## config.mk

```make
export PLATFORM = sky130hd
export DESIGN_NAME = lcd_bus_arbiter
export DESIGN_NICKNAME = d
export VERILOG_FILES = /design/src/rtl/lcd_bus_arbiter.sv
export SDC_FILE = /design/constraint.sdc
export NUM_CORES = 1
export LEC_CHECK = 0
export CAP_MARGIN = 10
export CORE_MARGIN = 1
export CORE_UTILIZATION = 25
export CTS_CLUSTER_SIZE = 16
export DETAILED_ROUTE_END_ITERATION = 8
export GPL_ROUTABILITY_DRIVEN = 0
export HOLD_SLACK_MARGIN = 0.02
export PLACE_DENSITY = 0.56
export SKIP_CTS_REPAIR_TIMING = 1
export SLEW_MARGIN = 20
export SYNTH_ARGS = -nofsm -noshare
export SYNTH_HDL_FRONTEND = slang
export SYNTH_SLANG_ARGS = --single-unit
```

## constraint.sdc

```tcl
create_clock -name clk -period 2.5 [get_ports clk]
set_input_delay 0.25 -clock clk [delete_from_list [all_inputs] [get_ports clk]]
set_output_delay 0.25 -clock clk [all_outputs]
set_load 0.02 [all_outputs]
```

## src/rtl/lcd_bus_arbiter.sv

```systemverilog
// lcd_bus_arbiter: two-port write arbiter driving an HX8352 8080-style 16-bit LCD bus.
//
// Port 0 carries configuration/command words and port 1 carries the pixel stream. Each
// accepted word is one bus cycle: SETUP (cs low, wr high), WR_LO for WR_LOW_CYC cycles
// (wr low), then WR_HI for WR_HIGH_CYC cycles (wr high). The last WR_HI cycle doubles as
// the next arbitration point, so back-to-back words keep cs low.
//
// Ports:
//   clk, n_rst          clock; asynchronous active-low reset
//   req0/req1           write request per port, held until ack
//   rs0/rs1             register select for the offered word (0 command, 1 data)
//   data0/data1         offered word
//   ack0/ack1           one-cycle pulse in the grant cycle; the word is latched at that edge
//   busy                FSM is not idle
//   lcd_cs/rs/wr/rd     HX8352 control strobes (cs, wr, rd active-low; rd never asserted)
//   lcd_data            HX8352 data bus
module lcd_bus_arbiter #(
  parameter int unsigned WR_LOW_CYC  = 2,
  parameter int unsigned WR_HIGH_CYC = 2,
  parameter int unsigned BURST_MAX   = 16
) (
  input  logic        clk,
  input  logic        n_rst,
  input  logic        req0,
  input  logic        req1,
  input  logic        rs0,
  input  logic        rs1,
  input  logic [15:0] data0,
  input  logic [15:0] data1,
  output logic        ack0,
  output logic        ack1,
  output logic        busy,
  output logic        lcd_cs,
  output logic        lcd_rs,
  output logic        lcd_wr,
  output logic        lcd_rd,
  output logic [15:0] lcd_data
);

  typedef enum logic [1:0] {StIdle, StSetup, StWrLo, StWrHi} state_e;

  localparam logic [3:0] LoLast   = 4'(WR_LOW_CYC - 1);
  localparam logic [3:0] HiLast   = 4'(WR_HIGH_CYC - 1);
  localparam logic [7:0] BurstMax = 8'(BURST_MAX);

  state_e      state_q, state_d;
  logic [3:0]  cyc_q, cyc_d;
  logic        own_vld_q, own_vld_d;
  logic        own_q, own_d;
  logic [7:0]  burst_cnt_q, burst_cnt_d;
  logic        rr_q, rr_d;          // port granted last
  logic        lcd_rs_q, lcd_rs_d;
  logic [15:0] lcd_data_q, lcd_data_d;

  logic        grant_cycle;
  logic        any_req;
  logic        win;

  assign grant_cycle = (state_q == StIdle) || ((state_q == StWrHi) && (cyc_q == HiLast));
  assign any_req     = req0 | req1;

  // Winner selection; only meaningful when any_req is high.
  always_comb begin
    win = 1'b0;
    if (req0 && !req1) begin
      win = 1'b0;
    end else if (!req0 && req1) begin
      win = 1'b1;
    end else if (own_vld_q) begin
      // Contended: the owner keeps the bus until its burst allowance is used up.
      win = (burst_cnt_q < BurstMax) ? own_q : ~own_q;
    end else begin
      win = ~rr_q;
    end
  end

  always_comb begin
    state_d     = state_q;
    cyc_d       = cyc_q;
    own_vld_d   = own_vld_q;
    own_d       = own_q;
    burst_cnt_d = burst_cnt_q;
    rr_d        = rr_q;
    lcd_rs_d    = lcd_rs_q;
    lcd_data_d  = lcd_data_q;
    ack0        = 1'b0;
    ack1        = 1'b0;

    unique case (state_q)
      StIdle: begin
        cyc_d = 4'd0;
      end
      StSetup: begin
        state_d = StWrLo;
        cyc_d   = 4'd0;
      end
      StWrLo: begin
        if (cyc_q == LoLast) begin
          state_d = StWrHi;
          cyc_d   = 4'd0;
        end else begin
          cyc_d = cyc_q + 4'd1;
        end
      end
      StWrHi: begin
        cyc_d = cyc_q + 4'd1;
      end
      default: begin
        state_d = StIdle;
        cyc_d   = 4'd0;
      end
    endcase

    if (grant_cycle) begin
      cyc_d = 4'd0;
      if (any_req) begin
        state_d    = StSetup;
        // Gated with reset so no ack escapes while the word cannot be latched.
        ack0       = n_rst & ~win;
        ack1       = n_rst & win;
        rr_d       = win;
        own_vld_d  = 1'b1;
        own_d      = win;
        lcd_rs_d   = win ? rs1 : rs0;
        lcd_data_d = win ? data1 : data0;
        if (own_vld_q && (own_q == win)) begin
          burst_cnt_d = (burst_cnt_q >= BurstMax) ? BurstMax : burst_cnt_q + 8'd1;
        end else begin
          burst_cnt_d = 8'd1;
        end
      end else begin
        state_d     = StIdle;
        own_vld_d   = 1'b0;
        burst_cnt_d = 8'd0;
      end
    end
  end

  always_ff @(posedge clk or negedge n_rst) begin
    if (!n_rst) begin
      state_q     <= StIdle;
      cyc_q       <= 4'd0;
      own_vld_q   <= 1'b0;
      own_q       <= 1'b0;
      burst_cnt_q <= 8'd0;
      rr_q        <= 1'b1;
      lcd_rs_q    <= 1'b0;
      lcd_data_q  <= 16'h0000;
    end else begin
      state_q     <= state_d;
      cyc_q       <= cyc_d;
      own_vld_q   <= own_vld_d;
      own_q       <= own_d;
      burst_cnt_q <= burst_cnt_d;
      rr_q        <= rr_d;
      lcd_rs_q    <= lcd_rs_d;
      lcd_data_q  <= lcd_data_d;
    end
  end

  // Strobes decode straight from the state register so reset forces them idle at once.
  assign busy     = (state_q != StIdle);
  assign lcd_cs   = (state_q == StIdle);
  assign lcd_wr   = (state_q != StWrLo);
  assign lcd_rd   = 1'b1;
  assign lcd_rs   = lcd_rs_q;
  assign lcd_data = lcd_data_q;

endmodule

```

== Word level (Yosys, flattened, before mapping) ==
Index checks and enable logic that the tools add are counted.
Word-level totals
  memories: 0
  bits in writable memories: 0
  logic and storage cells: 59
  register bits after elaboration: 34
  input bits: 38
  output and inout bits: 23
  ROM bits: 0
  bits in latches: 0
Cells by class
  div/mod/pow operators: 0
  add/subtract/negate cells: 2
  magnitude comparators: 2
  reductions and logical operators: 13
  bitwise gates (word level): 6
  shifts and indexed selects: 0
  equal/unequal tests: 7
  multiply operators: 0
  mux-type cells: 21
Operators by type and width (count)
  $mux W8: 3
  $mux W16: 1
  $pmux W4 S3: 1
  $mux W1: 11
  $add A8 B1 Y8 const B: 1
  $ge A8 B5 Y1 const B: 1
  $lt A8 B5 Y1 const B: 1
  $mux W4: 2
  $add A4 B1 Y4 const B: 1
  $eq A2 B2 Y1 const B: 2
  $eq A4 B1 Y1 const B: 1
  $logic_and A1 B1 Y1: 4
  $mux W2: 2
  $pmux W2 S2: 1
  $reduce_and A2 Y1: 2
  $ne A3 B3 Y1 const B: 1
  $not A1 Y1: 3
  $reduce_bool A3 Y1: 1
  $and A1 B1 Y1: 2
  $eq A2 B1 Y1 const B: 1
  $logic_not A1 Y1: 2
  $logic_not A2 Y1: 1
  $ne A2 B2 Y1 const B: 1
  $reduce_bool A2 Y1: 1
  other kinds (4): 4

== Logic depth before layout (Yosys ltp) ==
  depth in word-level cells: 9
  gate-level depth with buffers: 8
  depth with buffers taken out: 7

== Least setup slack after synthesis ==
OpenSTA, ideal clock, no wires.
  path kind: flip-flop to output port
  from: reg burst_cnt_q[5]
  to: out ack0
  cell stages (with the launch flop): 7
  arrival time: 2061 ps
  data required time: 2250 ps
  buffers on the path: 2
  path slack: 189 ps
  cell sequence: dfrtp_1 -> or4_4 -> buf_6 -> xor2_1 -> a311oi_4 -> buf_4 -> and2_1
Between the ends
  longest elaborated chain between the ends: 9
RTL lines
  from (decl): RTL line 50  | logic [7:0] burst_cnt_q, burst_cnt_d;
  from (signal assigned): RTL line 154  | burst_cnt_q <= burst_cnt_d;
  $lt A8 B5 Y1: RTL line 71  | win = (burst_cnt_q < BurstMax) ? own_q : ~own_q;
  $mux W1: RTL line 71
  $mux W1: RTL line 69  | end else if (own_vld_q) begin
  $mux W1: RTL line 67  | end else if (!req0 && req1) begin
  $mux W1: RTL line 65  | if (req0 && !req1) begin
  $not A1 Y1: RTL line 119  | ack0 = n_rst & ~win;
  $and A1 B1 Y1: RTL line 119
  $mux W1: RTL line 116  | if (any_req) begin
  $mux W1: RTL line 114  | if (grant_cycle) begin
  to (decl): RTL line 30  | output logic ack0,
No other way between the ends.

== Worst setup path in the final report ==
Same ends and word-level chain as after synthesis.

==> metrics.md <==
| Metric | Value |
|---|---|
| Status | `complete, no violations` |
| Register area share after synthesis | `0.499` |
| Die H | `84.6 um` |
| Final Power | `2.81 mW` |
| Synth unique cells | `40` |
| Fill cell count | `652` |
| Slack of the critical path | `128 ps` |
| PortBufs | `59` |
| Area growth syn-to-layout | `48.8%` |
| CTS Buf Count | `5` |
| Post-route non-filler standard cell count | `298` |
| Number of synthesized flops with an enable pin | `0` |
| CP max FO | `4` |
| CP required | `2250 ps` |
| Max Cap Violations | `0` |
| P_leak | `1.13 nW` |
| Mean Syn Cell Area | `11.3 um2` |
| PwrDens | `1110 mW/mm2` |
| Worst-Skew Late Latency | `290 ps` |
| Crit Path Class | `register to output port` |
| Setup Viol. Count Final | `0` |
| Critical Path AT | `2120 ps` |
| CTS tree | `built` |
| Chip width | `84.6 um` |
| Fmax | `422 MHz` |
| Layout cell share with drive strength beyond 1 | `0.122` |
| WL/cell | `14.0 um` |
| Starting Density | `0.264` |
| Top Ports | `61` |
| Gate Count Post-Synth | `151` |
| CTS H-Tree Depth | `2` |
| DR pass1 iterations | `6` |
| Post-Route WL | `4.17 mm` |
| Layout net count | `262` |
| GRT overflow | `0` |
| Synth area leaders | `dfrtp_1, a221o_1, a21boi_0` |
| Core Area | `0.00646 mm2` |
| Setup Skew | `7.48 ps` |
| Slew Limit Fails | `0` |
| Vias in the first global route | `1402` |
| DP Wirelength | `2.96 mm` |
| Asr flop ratio synth | `1.00` |
| Synth top area share | `0.484` |
| Type of the worst min-delay path | `register to register` |
| Minimum clock period | `2370 ps` |
| Cells after DPL | `289` |
| Commonest non-fill, non-tap cell in the layout | `clkdlybuf4s50_1` |
| FF+latch area | `852 um2` |
| Seq cells post-synth | `34` |
| Crit start category | `register` |
| Final ANT Viol Nets | `0` |
| RSZ-0062 raised after global routing | `no` |
| Via-to-Cell Ratio | `4.83` |
| Mapped cell area | `0.00171 mm2` |
| Most frequent cells in the layout | `clkdlybuf4s50_1, dfrtp_1, a21boi_0` |
| Initial antenna violation count | `0` |
| GRT Total Usage | `0.120` |
| Clock slew at reported path FFs | `70 ps` |
| Vias | `1440` |
| Final Cycle Share | `0.949` |
| Total clock sinks | `34` |
| Area of the multi-input gates | `748 um2` |
| Yosys warns | `0` |
| Ant diodes | `0` |
| 1st-iter DRT viols | `42` |
| Syn nets | `193` |
| FP Rows | `29` |
| Root Buffer | `clkbuf_8` |
| DIE AREA | `0.00716 mm2` |
| Place WS | `77.7 ps` |
| First-pass GRT wire length | `6.69 mm` |
| Most used DFF post-synth | `dfrtp_1` |
| Largest net degree at the start of global routing | `20` |
| Worst vdd ir | `0.466 mV` |
| Type of destination of the critical path | `output port` |
| CTS max path bufs | `2` |
| DR DRC count | `0` |
| Cell taking the most area after synthesis | `dfrtp_1` |
| Final Hold Fails | `0` |
-- metrics by stage --
step	hold slack (ps)	instance area, um2	utilization	TNS, ps
floorplan	-45.6	1710	-	0
global placement	280	2410	0.374	0
detailed placement	269	2410	0.374	0
CTS	-49.9	2520	0.391	-468
global route	506	2540	0.393	0
finish	492	2540	0.393	0
-- cell usage after synthesis (all sizes together) (2+ instances only) --
cell type and number:
dfrtp 33, a21o 2, or4 3, nand3 2, o31ai 2, nand2 5, a221o 17, clkbuf 5
mux2i 3, nand2b 4, nor2 6, a21boi 18, a21oi 2, ha 4, o21ai 7, buf 6
and2 6, inv 9
-- final cells by class --
| cell class | instances | share of cell area |
|---|---|---|
| inverters | 9 | 0.0133 |
| multi-input cells | 97 | 0.295 |
| clock buffers | 6 | 0.0286 |
| flip-flops and latches | 34 | 0.336 |
| clock inverters | 2 | 0.0148 |
| well taps | 77 | 0.0379 |
| repair buffers | 73 | 0.275 |
-- critical path, cell delays in order, from the launching register on --
cell and delay (ps):
dfrtp_1 380, or4_4 560, xor2_1 180, a311oi_4 320, and2_1 170, dlymetal6s2s_1 240
-- flip-flops by register name, summed over array words and instances, names as in the netlist --
signal	flops
cyc_q	4
lcd_rs	1
own_vld_q	1
burst_cnt_q	8
rr_q	1
lcd_data	16
own_q	1
state_q	2
-- metal layers --
| layer | GRT usage | routed length (um) | part of all wire |
|---|---|---|---|
| met2 | 0.179 | 1810 | 0.43 |
| met3 | 0.0275 | 197 | 0.047 |
| met5 | 0 | 0 | 0 |
| met4 | 0.0508 | 72 | 0.017 |
| met1 | 0.168 | 2090 | 0.50 |
-- path summary, 6_finish.rpt --
kind	from	end	slack, ps	cells past startpoint
min in group asynchronous	n_rst	own_q	510	3
setup reg to reg	cyc_q[1]	burst_cnt_q[3]	260	8
setup / recovery	burst_cnt_q[5]	ack0	130	5
hold / removal	burst_cnt_q[3]	burst_cnt_q[3]	490	1
hold reg to reg	burst_cnt_q[3]	burst_cnt_q[3]	490	1
max in group asynchronous	n_rst	rr_q	1740	3
-- power by group --
group | total [mW] | internal, mW | switching, mW | leakage, nW
clock network | 0.503 | 0.297 | 0.206 | 0.0514
logic | 1.38 | 0.711 | 0.666 | 0.651
registers | 0.927 | 0.775 | 0.152 | 0.428
total | 2.81 | 1.78 | 1.02 | 1.13
-- kinds of logic (layout without fill, tap and decap cells) --
group | count (synthesis) | after routing | synth area share
xor+xnor | 2 | 2 | 0.0103
fa+ha+maj | 4 | 4 | 0.0293
flops | 34 | 34 | 0.499
simple gates | 32 | 32 | 0.112
buf+inv | 20 | 90 | 0.0623
compound gates | 55 | 55 | 0.267
mux | 3 | 3 | 0.0176
other cells | 1 | 1 | 0.00220
Note: power is estimated with default switching activity, not from simulation.
